**src/rtl/hazard3_mul_wb_buffer_pkg.sv**
```systemverilog
//==============================================================================
// Module   : hazard3_mul_wb_buffer_pkg
// Desc     : Shared width constants and sizing helpers for the mul writeback path
// Revision : 1.0
//==============================================================================
`default_nettype none

package hazard3_mul_wb_buffer_pkg;

    localparam int c_W_DATA    = 32;
    localparam int c_W_REGADDR = 5;

    function automatic int ptr_width(input int depth);
        return (depth > 1) ? $clog2(depth) : 1;
    endfunction

    function automatic int occ_width(input int depth);
        return $clog2(depth + 1);
    endfunction

endpackage

`default_nettype wire

```
**src/rtl/hazard3_mul_wb_fifo.sv**
```systemverilog
//==============================================================================
// Module   : hazard3_mul_wb_fifo
// Desc     : DEPTH-entry {rd, data} register FIFO with per-entry valid/rd export
// Revision : 1.0
//==============================================================================
`default_nettype none

module hazard3_mul_wb_fifo
    import hazard3_mul_wb_buffer_pkg::*;
#(
    parameter  int W_DATA    = c_W_DATA,
    parameter  int W_REGADDR = c_W_REGADDR,
    parameter  int DEPTH     = 2,
    localparam int OCC_W     = occ_width(DEPTH)
) (
    input  logic                 clk,
    input  logic                 rst_n,
    input  logic                 i_push,
    input  logic [W_REGADDR-1:0] i_push_rd,
    input  logic [W_DATA-1:0]    i_push_data,
    input  logic                 i_pop,
    input  logic                 i_flush,
    output logic                 o_head_vld,
    output logic [W_REGADDR-1:0] o_head_rd,
    output logic [W_DATA-1:0]    o_head_data,
    output logic [OCC_W-1:0]     o_occ,
    output logic [DEPTH-1:0]     o_ent_vld,
    output logic [W_REGADDR-1:0] o_ent_rd [DEPTH]
);

    localparam int               PTR_W      = ptr_width(DEPTH);
    localparam logic [PTR_W-1:0] c_PTR_LAST = PTR_W'(DEPTH - 1);

    logic [W_REGADDR-1:0] r_rd_mem   [DEPTH];
    logic [W_DATA-1:0]    r_data_mem [DEPTH];
    logic [DEPTH-1:0]     r_vld;
    logic [PTR_W-1:0]     r_wr_ptr;
    logic [PTR_W-1:0]     r_rd_ptr;
    logic [OCC_W-1:0]     r_occ;

    logic [PTR_W-1:0]     w_wr_ptr_nxt;
    logic [PTR_W-1:0]     w_rd_ptr_nxt;

    assign w_wr_ptr_nxt = (r_wr_ptr == c_PTR_LAST) ? '0 : r_wr_ptr + PTR_W'(1);
    assign w_rd_ptr_nxt = (r_rd_ptr == c_PTR_LAST) ? '0 : r_rd_ptr + PTR_W'(1);

    always_ff @(posedge clk or negedge rst_n) begin
        if (!rst_n) begin
            r_vld    <= '0;
            r_wr_ptr <= '0;
            r_rd_ptr <= '0;
            r_occ    <= '0;
        end else if (i_flush) begin
            r_vld    <= '0;
            r_wr_ptr <= '0;
            r_rd_ptr <= '0;
            r_occ    <= '0;
        end else begin
            // Clear before set: at full, push and pop hit the same slot.
            if (i_pop) begin
                r_vld[r_rd_ptr] <= 1'b0;
                r_rd_ptr        <= w_rd_ptr_nxt;
            end
            if (i_push) begin
                r_vld[r_wr_ptr] <= 1'b1;
                r_wr_ptr        <= w_wr_ptr_nxt;
            end
            case ({i_push, i_pop})
                2'b10:   r_occ <= r_occ + OCC_W'(1);
                2'b01:   r_occ <= r_occ - OCC_W'(1);
                default: r_occ <= r_occ;
            endcase
        end
    end

    always_ff @(posedge clk) begin
        if (i_push && !i_flush) begin
            r_rd_mem[r_wr_ptr]   <= i_push_rd;
            r_data_mem[r_wr_ptr] <= i_push_data;
        end
    end

    // Head is forced to zero when empty so stale storage never reaches the port.
    assign o_head_vld  = (r_occ != '0);
    assign o_head_rd   = o_head_vld ? r_rd_mem[r_rd_ptr]   : '0;
    assign o_head_data = o_head_vld ? r_data_mem[r_rd_ptr] : '0;
    assign o_occ       = r_occ;
    assign o_ent_vld   = r_vld;

    for (genvar i = 0; i < DEPTH; i++) begin : g_ent
        assign o_ent_rd[i] = r_rd_mem[i];
    end

endmodule

`default_nettype wire

```
**src/rtl/hazard3_mul_wb_buffer.sv**
```systemverilog
//==============================================================================
// Module   : hazard3_mul_wb_buffer
// Desc     : Tags fast-multiplier ops, queues results for writeback, flags hazards
// Revision : 1.0
//==============================================================================
`default_nettype none

module hazard3_mul_wb_buffer
    import hazard3_mul_wb_buffer_pkg::*;
#(
    parameter int W_DATA    = c_W_DATA,
    parameter int W_REGADDR = c_W_REGADDR,
    parameter int DEPTH     = 2
) (
    input  logic                 clk,
    input  logic                 rst_n,
    input  logic                 issue_vld,
    input  logic [W_REGADDR-1:0] issue_rd,
    output logic                 issue_rdy,
    input  logic [W_DATA-1:0]    mul_result,
    input  logic                 mul_result_vld,
    output logic                 wb_vld,
    output logic [W_REGADDR-1:0] wb_rd,
    output logic [W_DATA-1:0]    wb_data,
    input  logic                 wb_rdy,
    input  logic                 flush,
    input  logic [W_REGADDR-1:0] hz_rs1,
    input  logic [W_REGADDR-1:0] hz_rs2,
    output logic                 hz_stall
);

    localparam int               OCC_W   = occ_width(DEPTH);
    localparam logic [OCC_W:0]   c_DEPTH = (OCC_W + 1)'(DEPTH);

    logic                 r_tag_vld;
    logic [W_REGADDR-1:0] r_tag_rd;

    logic                 w_accept;
    logic                 w_push;
    logic                 w_pop;
    logic                 w_hz;
    logic [OCC_W-1:0]     w_occ;
    logic [DEPTH-1:0]     w_ent_vld;
    logic [W_REGADDR-1:0] w_ent_rd [DEPTH];

    function automatic logic hz_hit(
        input logic [W_REGADDR-1:0] rd,
        input logic [W_REGADDR-1:0] rs1,
        input logic [W_REGADDR-1:0] rs2
    );
        return (rd != '0) && ((rd == rs1) || (rd == rs2));
    endfunction

    // Credit counts the in-flight op so a queued slot is reserved before the result lands.
    assign issue_rdy = ({1'b0, w_occ} + {{OCC_W{1'b0}}, r_tag_vld}) < c_DEPTH;
    assign w_accept  = issue_vld && issue_rdy && !flush;
    assign w_push    = r_tag_vld && !flush;
    assign w_pop     = wb_vld && wb_rdy;

    always_ff @(posedge clk or negedge rst_n) begin
        if (!rst_n) begin
            r_tag_vld <= 1'b0;
            r_tag_rd  <= '0;
        end else begin
            r_tag_vld <= w_accept;
            if (w_accept) begin
                r_tag_rd <= issue_rd;
            end
        end
    end

    hazard3_mul_wb_fifo #(
        .W_DATA    (W_DATA),
        .W_REGADDR (W_REGADDR),
        .DEPTH     (DEPTH)
    ) u_fifo (
        .clk         (clk),
        .rst_n       (rst_n),
        .i_push      (w_push),
        .i_push_rd   (r_tag_rd),
        .i_push_data (mul_result),
        .i_pop       (w_pop),
        .i_flush     (flush),
        .o_head_vld  (wb_vld),
        .o_head_rd   (wb_rd),
        .o_head_data (wb_data),
        .o_occ       (w_occ),
        .o_ent_vld   (w_ent_vld),
        .o_ent_rd    (w_ent_rd)
    );

    always_comb begin
        w_hz = r_tag_vld && hz_hit(r_tag_rd, hz_rs1, hz_rs2);
        for (int i = 0; i < DEPTH; i++) begin
            if (w_ent_vld[i] && hz_hit(w_ent_rd[i], hz_rs1, hz_rs2)) begin
                w_hz = 1'b1;
            end
        end
    end

    assign hz_stall = w_hz;

`ifndef SYNTHESIS
    always_ff @(posedge clk) begin
        if (rst_n) begin
            assert (!(issue_vld && !issue_rdy))
                else $error("hazard3_mul_wb_buffer: issue while not ready, op dropped");
            assert (mul_result_vld == r_tag_vld)
                else $error("hazard3_mul_wb_buffer: mul_result_vld disagrees with tag");
        end
    end
`endif

endmodule

`default_nettype wire

```
**config.mk**
```make
export PLATFORM = sky130hd
export DESIGN_NAME = hazard3_mul_wb_buffer
export DESIGN_NICKNAME = d
export VERILOG_FILES = /design/src/rtl/hazard3_mul_wb_buffer_pkg.sv /design/src/rtl/hazard3_mul_wb_fifo.sv /design/src/rtl/hazard3_mul_wb_buffer.sv
export SDC_FILE = /design/constraint.sdc
export NUM_CORES = 1
export LEC_CHECK = 0
export CAP_MARGIN = 30
export CORE_ASPECT_RATIO = 1.5
export CORE_MARGIN = 2
export CORE_UTILIZATION = 30
export CTS_CLUSTER_SIZE = 8
export DETAILED_ROUTE_END_ITERATION = 10
export GPL_TIMING_DRIVEN = 0
export HOLD_SLACK_MARGIN = 0.12
export PLACE_DENSITY = 0.61
export REMOVE_ABC_BUFFERS = 1
export SYNTH_ARGS = -nofsm -noshare
export SYNTH_HDL_FRONTEND = slang
export SYNTH_SLANG_ARGS = --single-unit
```
**constraint.sdc**
```tcl
create_clock -name clk -period 5.2 [get_ports clk]
set_clock_uncertainty 0.2 [all_clocks]
set_input_delay 1.56 -clock clk [delete_from_list [all_inputs] [get_ports clk]]
set_output_delay 1.56 -clock clk [all_outputs]
set_load 0.05 [all_outputs]
```
# [After elaboration in Yosys (flattened, before gate mapping)]
# Memory sizes are Yosys's and may differ from the RTL's.
# Cells that the tools add are included.
[op_classes] n_addsub=5 magnitude_cmp=5 eq_ne=8 n_mux=22 bitwise=3 n_reduce_logical=24
[ops] cell="$mux W32" count=1
[ops] cell="$eq A5 B5 Y1" count=6
[ops] cell="$reduce_bool A5 Y1" count=3
[ops] cell="$logic_and A1 B1 Y1" count=13
[ops] cell="$mux W1" count=12
[ops] cell="$mux W2" count=5
[ops] cell="$reduce_bool A2 Y1" count=3
[ops] cell="$mux W5" count=1
[ops] cell="$lt A1 B2 Y1 const B" count=2
[ops] cell="$pmux W2 S2" count=1
[ops] cell="$add A2 B1 Y3" count=1
[ops] cell="$logic_or A1 B1 Y1" count=3
[ops] cell="$lt A3 B2 Y1 const B" count=1
[ops] cell="$reduce_bool A3 Y1" count=1
[ops] cell="$add A1 B1 Y1 const B" count=2
[ops] cell="$add A2 B1 Y2 const B" count=1
[ops] cell="$and A2 B2 Y2" count=1
[ops] cell="$demux W1 S1" count=2
[ops] cell="$eq A2 B1 Y1 const B" count=1
[ops] cell="$eq A2 B2 Y1 const B" count=1
[ops] cell="$ge A1 B1 Y1 const B" count=2
[ops] cell="$not A2 Y2" count=1
[ops] cell="$or A2 B2 Y2" count=1
[ops] cell="$sub A2 B1 Y2 const B" count=1
[ops] cell="$logic_not A1 Y1" count=1
[word_totals] ff_bits=12 ram_bits=74 input_bits=53 word_cells=75 memories=2
[memory_table] memory="u_fifo.r_data_mem" depth=2 word_bits=32 read_ports=1 rd_ports_with_merged_regs=0 write_ports=1 line_no="hazard3_mul_wb_fifo.sv:35" rtl="logic [W_DATA-1:0] r_data_mem [DEPTH];"
[memory_table] memory="u_fifo.r_rd_mem" depth=2 word_bits=5 read_ports=3 rd_ports_with_merged_regs=0 write_ports=1 line_no="hazard3_mul_wb_fifo.sv:34" rtl="logic [W_REGADDR-1:0] r_rd_mem [DEPTH];"

# [Longest topological paths before layout]
[logic_depth] depth_word=11 depth_mapped=6 ltp_nobuf=5

# [Modules after synthesis]
# A second synthesis with hierarchy kept.
[unflattened] hier_cells=263 area_unflattened_um2=3744.8
[modules_own_cells] module="hazard3_mul_wb_fifo" instances=1 cells_per_inst=188 area_per_inst_um2=3118.0 seq_area_each_um2=2372.3
[modules_own_cells] module="hazard3_mul_wb_buffer" instances=1 cells_per_inst=75 area_per_inst_um2=626.9 seq_area_each_um2=150.1

# [Least setup slack after synthesis]
# No wires, ideal clock.
[synth_path] kind="in2reg" from="input flush" to="memory u_fifo.r_data_mem[0][0] (netlist name) (enable)" arrival_time_ns=4.353 required_time_ns=4.513 slack_ns=0.160 stages=1 path_cell_list="nor3b_1"
[synth_between] elab_chain_len=5
[synth_rtl] item="from (decl)" line_no="hazard3_mul_wb_buffer.sv:26" rtl="input logic flush,"
[synth_rtl] item="$logic_not A1 Y1 *" line_no="hazard3_mul_wb_fifo.sv:77, hazard3_mul_wb_buffer.sv:57"
[synth_rtl] item="$logic_and A1 B1 Y1" line_no="hazard3_mul_wb_buffer.sv:57" rtl="assign w_push = r_tag_vld && !flush;"
[synth_rtl] item="$logic_and A1 B1 Y1 *" line_no="hazard3_mul_wb_fifo.sv:77" rtl="if (i_push && !i_flush) begin"
[synth_rtl] item="$mux W1 *" line_no="hazard3_mul_wb_fifo.sv:77"
[synth_rtl] item="$mux W1 (implied by the code) *" line_no="hazard3_mul_wb_fifo.sv:79" rtl="r_data_mem[r_wr_ptr] <= i_push_data;"
[synth_rtl] item="to (decl)" line_no="hazard3_mul_wb_fifo.sv:35"
# Every way passes the cells marked *; elsewhere a longest branch is shown, timed or not.

# [Final worst setup path]
[layout_path] from="input hz_rs2[2]" to="output hz_stall"
[layout_between] elab_chain_len=6 elab_cells_between_ends=14 classes_between="eq/ne: 3; mux: 2; reduce/logical: 9"
[layout_rtl] item="from (decl)" line_no="hazard3_mul_wb_buffer.sv:28" rtl="input logic [W_REGADDR-1:0] hz_rs2,"
[layout_rtl] item="$eq A5 B5 Y1" line_no="hazard3_mul_wb_buffer.sv:51" rtl="return (rd != '0) && ((rd == rs1) || (rd == rs2));"
[layout_rtl] item="$logic_or A1 B1 Y1" line_no="hazard3_mul_wb_buffer.sv:51"
[layout_rtl] item="$logic_and A1 B1 Y1" line_no="hazard3_mul_wb_buffer.sv:51"
[layout_rtl] item="$logic_and A1 B1 Y1, on equally long branches" line_no="hazard3_mul_wb_buffer.sv:93, hazard3_mul_wb_buffer.sv:95"
[layout_rtl] item="$mux W1" line_no="hazard3_mul_wb_buffer.sv:95" rtl="if (w_ent_vld[i] && hz_hit(w_ent_rd[i], hz_rs1, hz_rs2)) begin"
[layout_rtl] item="$mux W1 *" line_no="hazard3_mul_wb_buffer.sv:95"
[layout_rtl] item="to (decl)" line_no="hazard3_mul_wb_buffer.sv:29" rtl="output logic hz_stall"
# Marks and branches as above.

==> reports/metrics.cfg <==
[pwr]
vdd_drop_max_mv = 0.2131
power.density_nw_per_um2 = 383.3
p_leak_nw = 1.749
power_mw = 1.982

[worst_setup_path]
endpoint_kind = primary output
critPathArrivalTime_ns = 3.14
crit_top_cell = o221ai_2
start_kind = primary input
slowest_stage = clkdlybuf4s50_1
crit-reg2reg-launch = r_tag_vld$_DFF_PN0_
critPathMaxStageDelay_ns = 0.57
cp_data_required_time_ns = 3.44
critPathMaxFanout = 3
crit_chain = clkdlybuf4s50_1 > xnor2_1 > nand3_1 > nor3_1 > o221ai_2 > o221ai_2 > clkbuf_2
critPathKind = primary input to primary output
crit_start = hz_rs2[2]

[finish]
stdcell_area_um2 = 5170
area_growth_syn_to_layout_pct = 40.78
drive_gt1_frac = 0.08889
mostFrequentLayoutCells = clkdlybuf4s50_1, edfxtp_1, nor2_1
n_fill_cell = 1108
num-nets-final = 408
ff_latch_area_um2 = 2524
final_common_cell = clkdlybuf4s50_1
final_util = 0.4324
multiInputGateArea_um2 = 1104

[outcome]
outcome = finished clean

[drt]
vias = 2313
drt_iter0_drc = 59
drc = 0
routedWlPerCell_um = 14.77
dr.pass1.iters = 4
via_per_inst = 4.500
wl_um = 7593
drtAntennaViolNets = 0

[logic_synthesis]
yosysWarnings = 0
ys_seq_area_frac = 0.6869
netlist_instances = 257
synth.avg_cell_area_um2 = 14.29
netlist_area_um2 = 3672
synth_top_area_share = 0.6051
synth_top_area_cell = edfxtp_1
synth_cell_types = 26
synth_area_leaders = edfxtp_1, mux2i_1, dfrtp_1, xnor2_1, nor2_1
synth-seq-cells = 86

[sta]
period_minus_slack_ns = 4.897
finalHoldViolations = 0
maxSlewViolCount = 0
period_share = 0.9418
fmax_ghz = 0.2042
hold_slack_ns = 0.3558
tightest_slew_ns = 0.8616
slew-limit-headroom = 0.4231
final-setup-viol-count = 0
rsz0062_at_grt = false

[clocking]
clk_pin_slew_ns = 0.06
cts_sinks = 86
htree_levels = 3
ctsLongestPathBuffers = 2
root_buffer = clkbuf_16
clock_latency_ns = 0.32
post_cts_buffers = 0
cts-buffers-inserted = 9
tritoncts = done

[grt]
grt_max_degree = 26
antenna_found_initial = 0
overflow = 0
grt_pass1_wl_um = 11920
grt_pass1_vias = 2394
gr-usage-all-layers = 0.1182

[floorplanning]
rows = 49
die_area_um2 = 13160
die_h_um = 139.5
core_area_um2 = 11960
die_w_um = 94.34
ios = 93
start_util = 0.3072

[min_path]
min_from = u_fifo.o_ent_vld[1]$_DFF_PN0_
worst_hold_path_type = register to register

[place]
io_buffer_count = 91
postPlaceCellArea_um2 = 4857
place.gp.congestion = 0.7722
dp_hpwl_um = 5580

[job]
maxCapViolCount = 0

[worst paths after layout]
| kind | end | slack (ns) | cells past startpoint |
|---|---|---|---|
| worst max-delay path | hz_stall | 0.30 | 7 |
| worst min-delay path | u_fifo.o_ent_vld[1]$_DFF_PN0_ | 0.36 | 1 |
| worst max register to register | u_fifo.r_data_mem[0][5]$_DFFE_PP_ | 3.00 | 3 |
| worst min register to register | u_fifo.o_ent_vld[1]$_DFF_PN0_ | 0.36 | 1 |
| max in group asynchronous | u_fifo.r_rd_ptr$_DFFE_PN0P_ | 3.03 | 1 |
| min in group asynchronous | u_fifo.o_occ[1]$_DFFE_PN0P_ | 1.39 | 1 |
[layer usage]
| layer | vias to the layer above | global-route usage | part of all wire |
|---|---|---|---|
| li1 | 1124 | - | - |
| met1 | 1119 | 0.1357 | 0.40 |
| met3 | 8 | 0.03249 | 0.047 |
| met2 | 62 | 0.2083 | 0.54 |
| met5 | - | 0 | 0 |
| met4 | 0 | 0.04119 | 0.012 |
[critical path, delay by kind of cell]
family	cells	cell delay [ns]
buffers and inverters	2	0.87
AOI/OAI and AO/OA	2	0.23
xor gates and xnor gates	1	0.14
and+or+nand+nor	2	0.34
[cell type report]
class | count | share of cell area
diodes | 1 | 0.0004840
well taps | 153 | 0.03703
inverters | 3 | 0.002178
multi-input cells | 158 | 0.2135
flip-flops and latches | 86 | 0.4881
clock buffers | 10 | 0.04429
repair buffers | 97 | 0.1977
clock inverters | 6 | 0.01670
[Yosys cell counts]
cell type,n
edfxtp_1,74
nor2_1,41
mux2i_1,37
xnor2_1,19
nand2_1,16
xor2_1,15
dfrtp_1,12
buf_2,9
nand3_1,6
nor3_1,6
o21ai_0,3
a31oi_1,2
inv_1,2
o221ai_2,2
or4_1,2
a2111oi_0,1
a21oi_2,1
a31o_2,1
and3_1,1
and4b_1,1
clkbuf_1,1
inv_2,1
nand2b_1,1
nor3b_1,1
o211ai_1,1
or4_4,1
[flip-flops by register name (all words and copies together) (netlist names)]
register,count
u_fifo.r_wr_ptr,1
r_tag_rd,5
u_fifo.r_rd_ptr,1
u_fifo.o_occ,2
u_fifo.r_data_mem,64
u_fifo.r_rd_mem,10
r_tag_vld,1
u_fifo.o_ent_vld,2
[per-stage QoR]
stage | TNS (ns) | cells | setup WS [ns]
detailed placement | -0.2582 | 497 | -0.2582
finish | 0 | 514 | 0.3026
global route | 0 | 513 | 0.1254
floorplan | 0 | 247 | 0.1602
CTS | 0 | 513 | 0.02103
global placement | -87.04 | 491 | -2.165
[what timing repair did]
| item | in CTS | in global routing |
|---|---|---|
| hold buffers | 0 | 0 |
| gates cloned | 0 | 0 |
| gates resized for setup | 1 | 2 |
| setup endpoints to repair | 1 | 1 |
[kinds of logic after synthesis]
| kind of cell | count (synthesis) | synth area share |
|---|---|---|
| AOI/OAI and AO/OA | 11 | 0.02487 |
| muxes | 37 | 0.1009 |
| DFF | 86 | 0.6869 |
| buffers and inverters | 13 | 0.01635 |
| xor gates and xnor gates | 34 | 0.08109 |
| and+or+nand+nor | 76 | 0.08995 |
[report_power, final]
| group | total (mW) | switching [mW] | internal [mW] | leakage (nW) |
|---|---|---|---|---|
| combinational | 0.495 | 0.295 | 0.200 | 0.770 |
| clock | 0.661 | 0.241 | 0.420 | 0.152 |
| sequential | 0.826 | 0.0435 | 0.783 | 0.827 |
| total | 1.98 | 0.580 | 1.40 | 1.75 |
(Power assumes the default switching activity.)
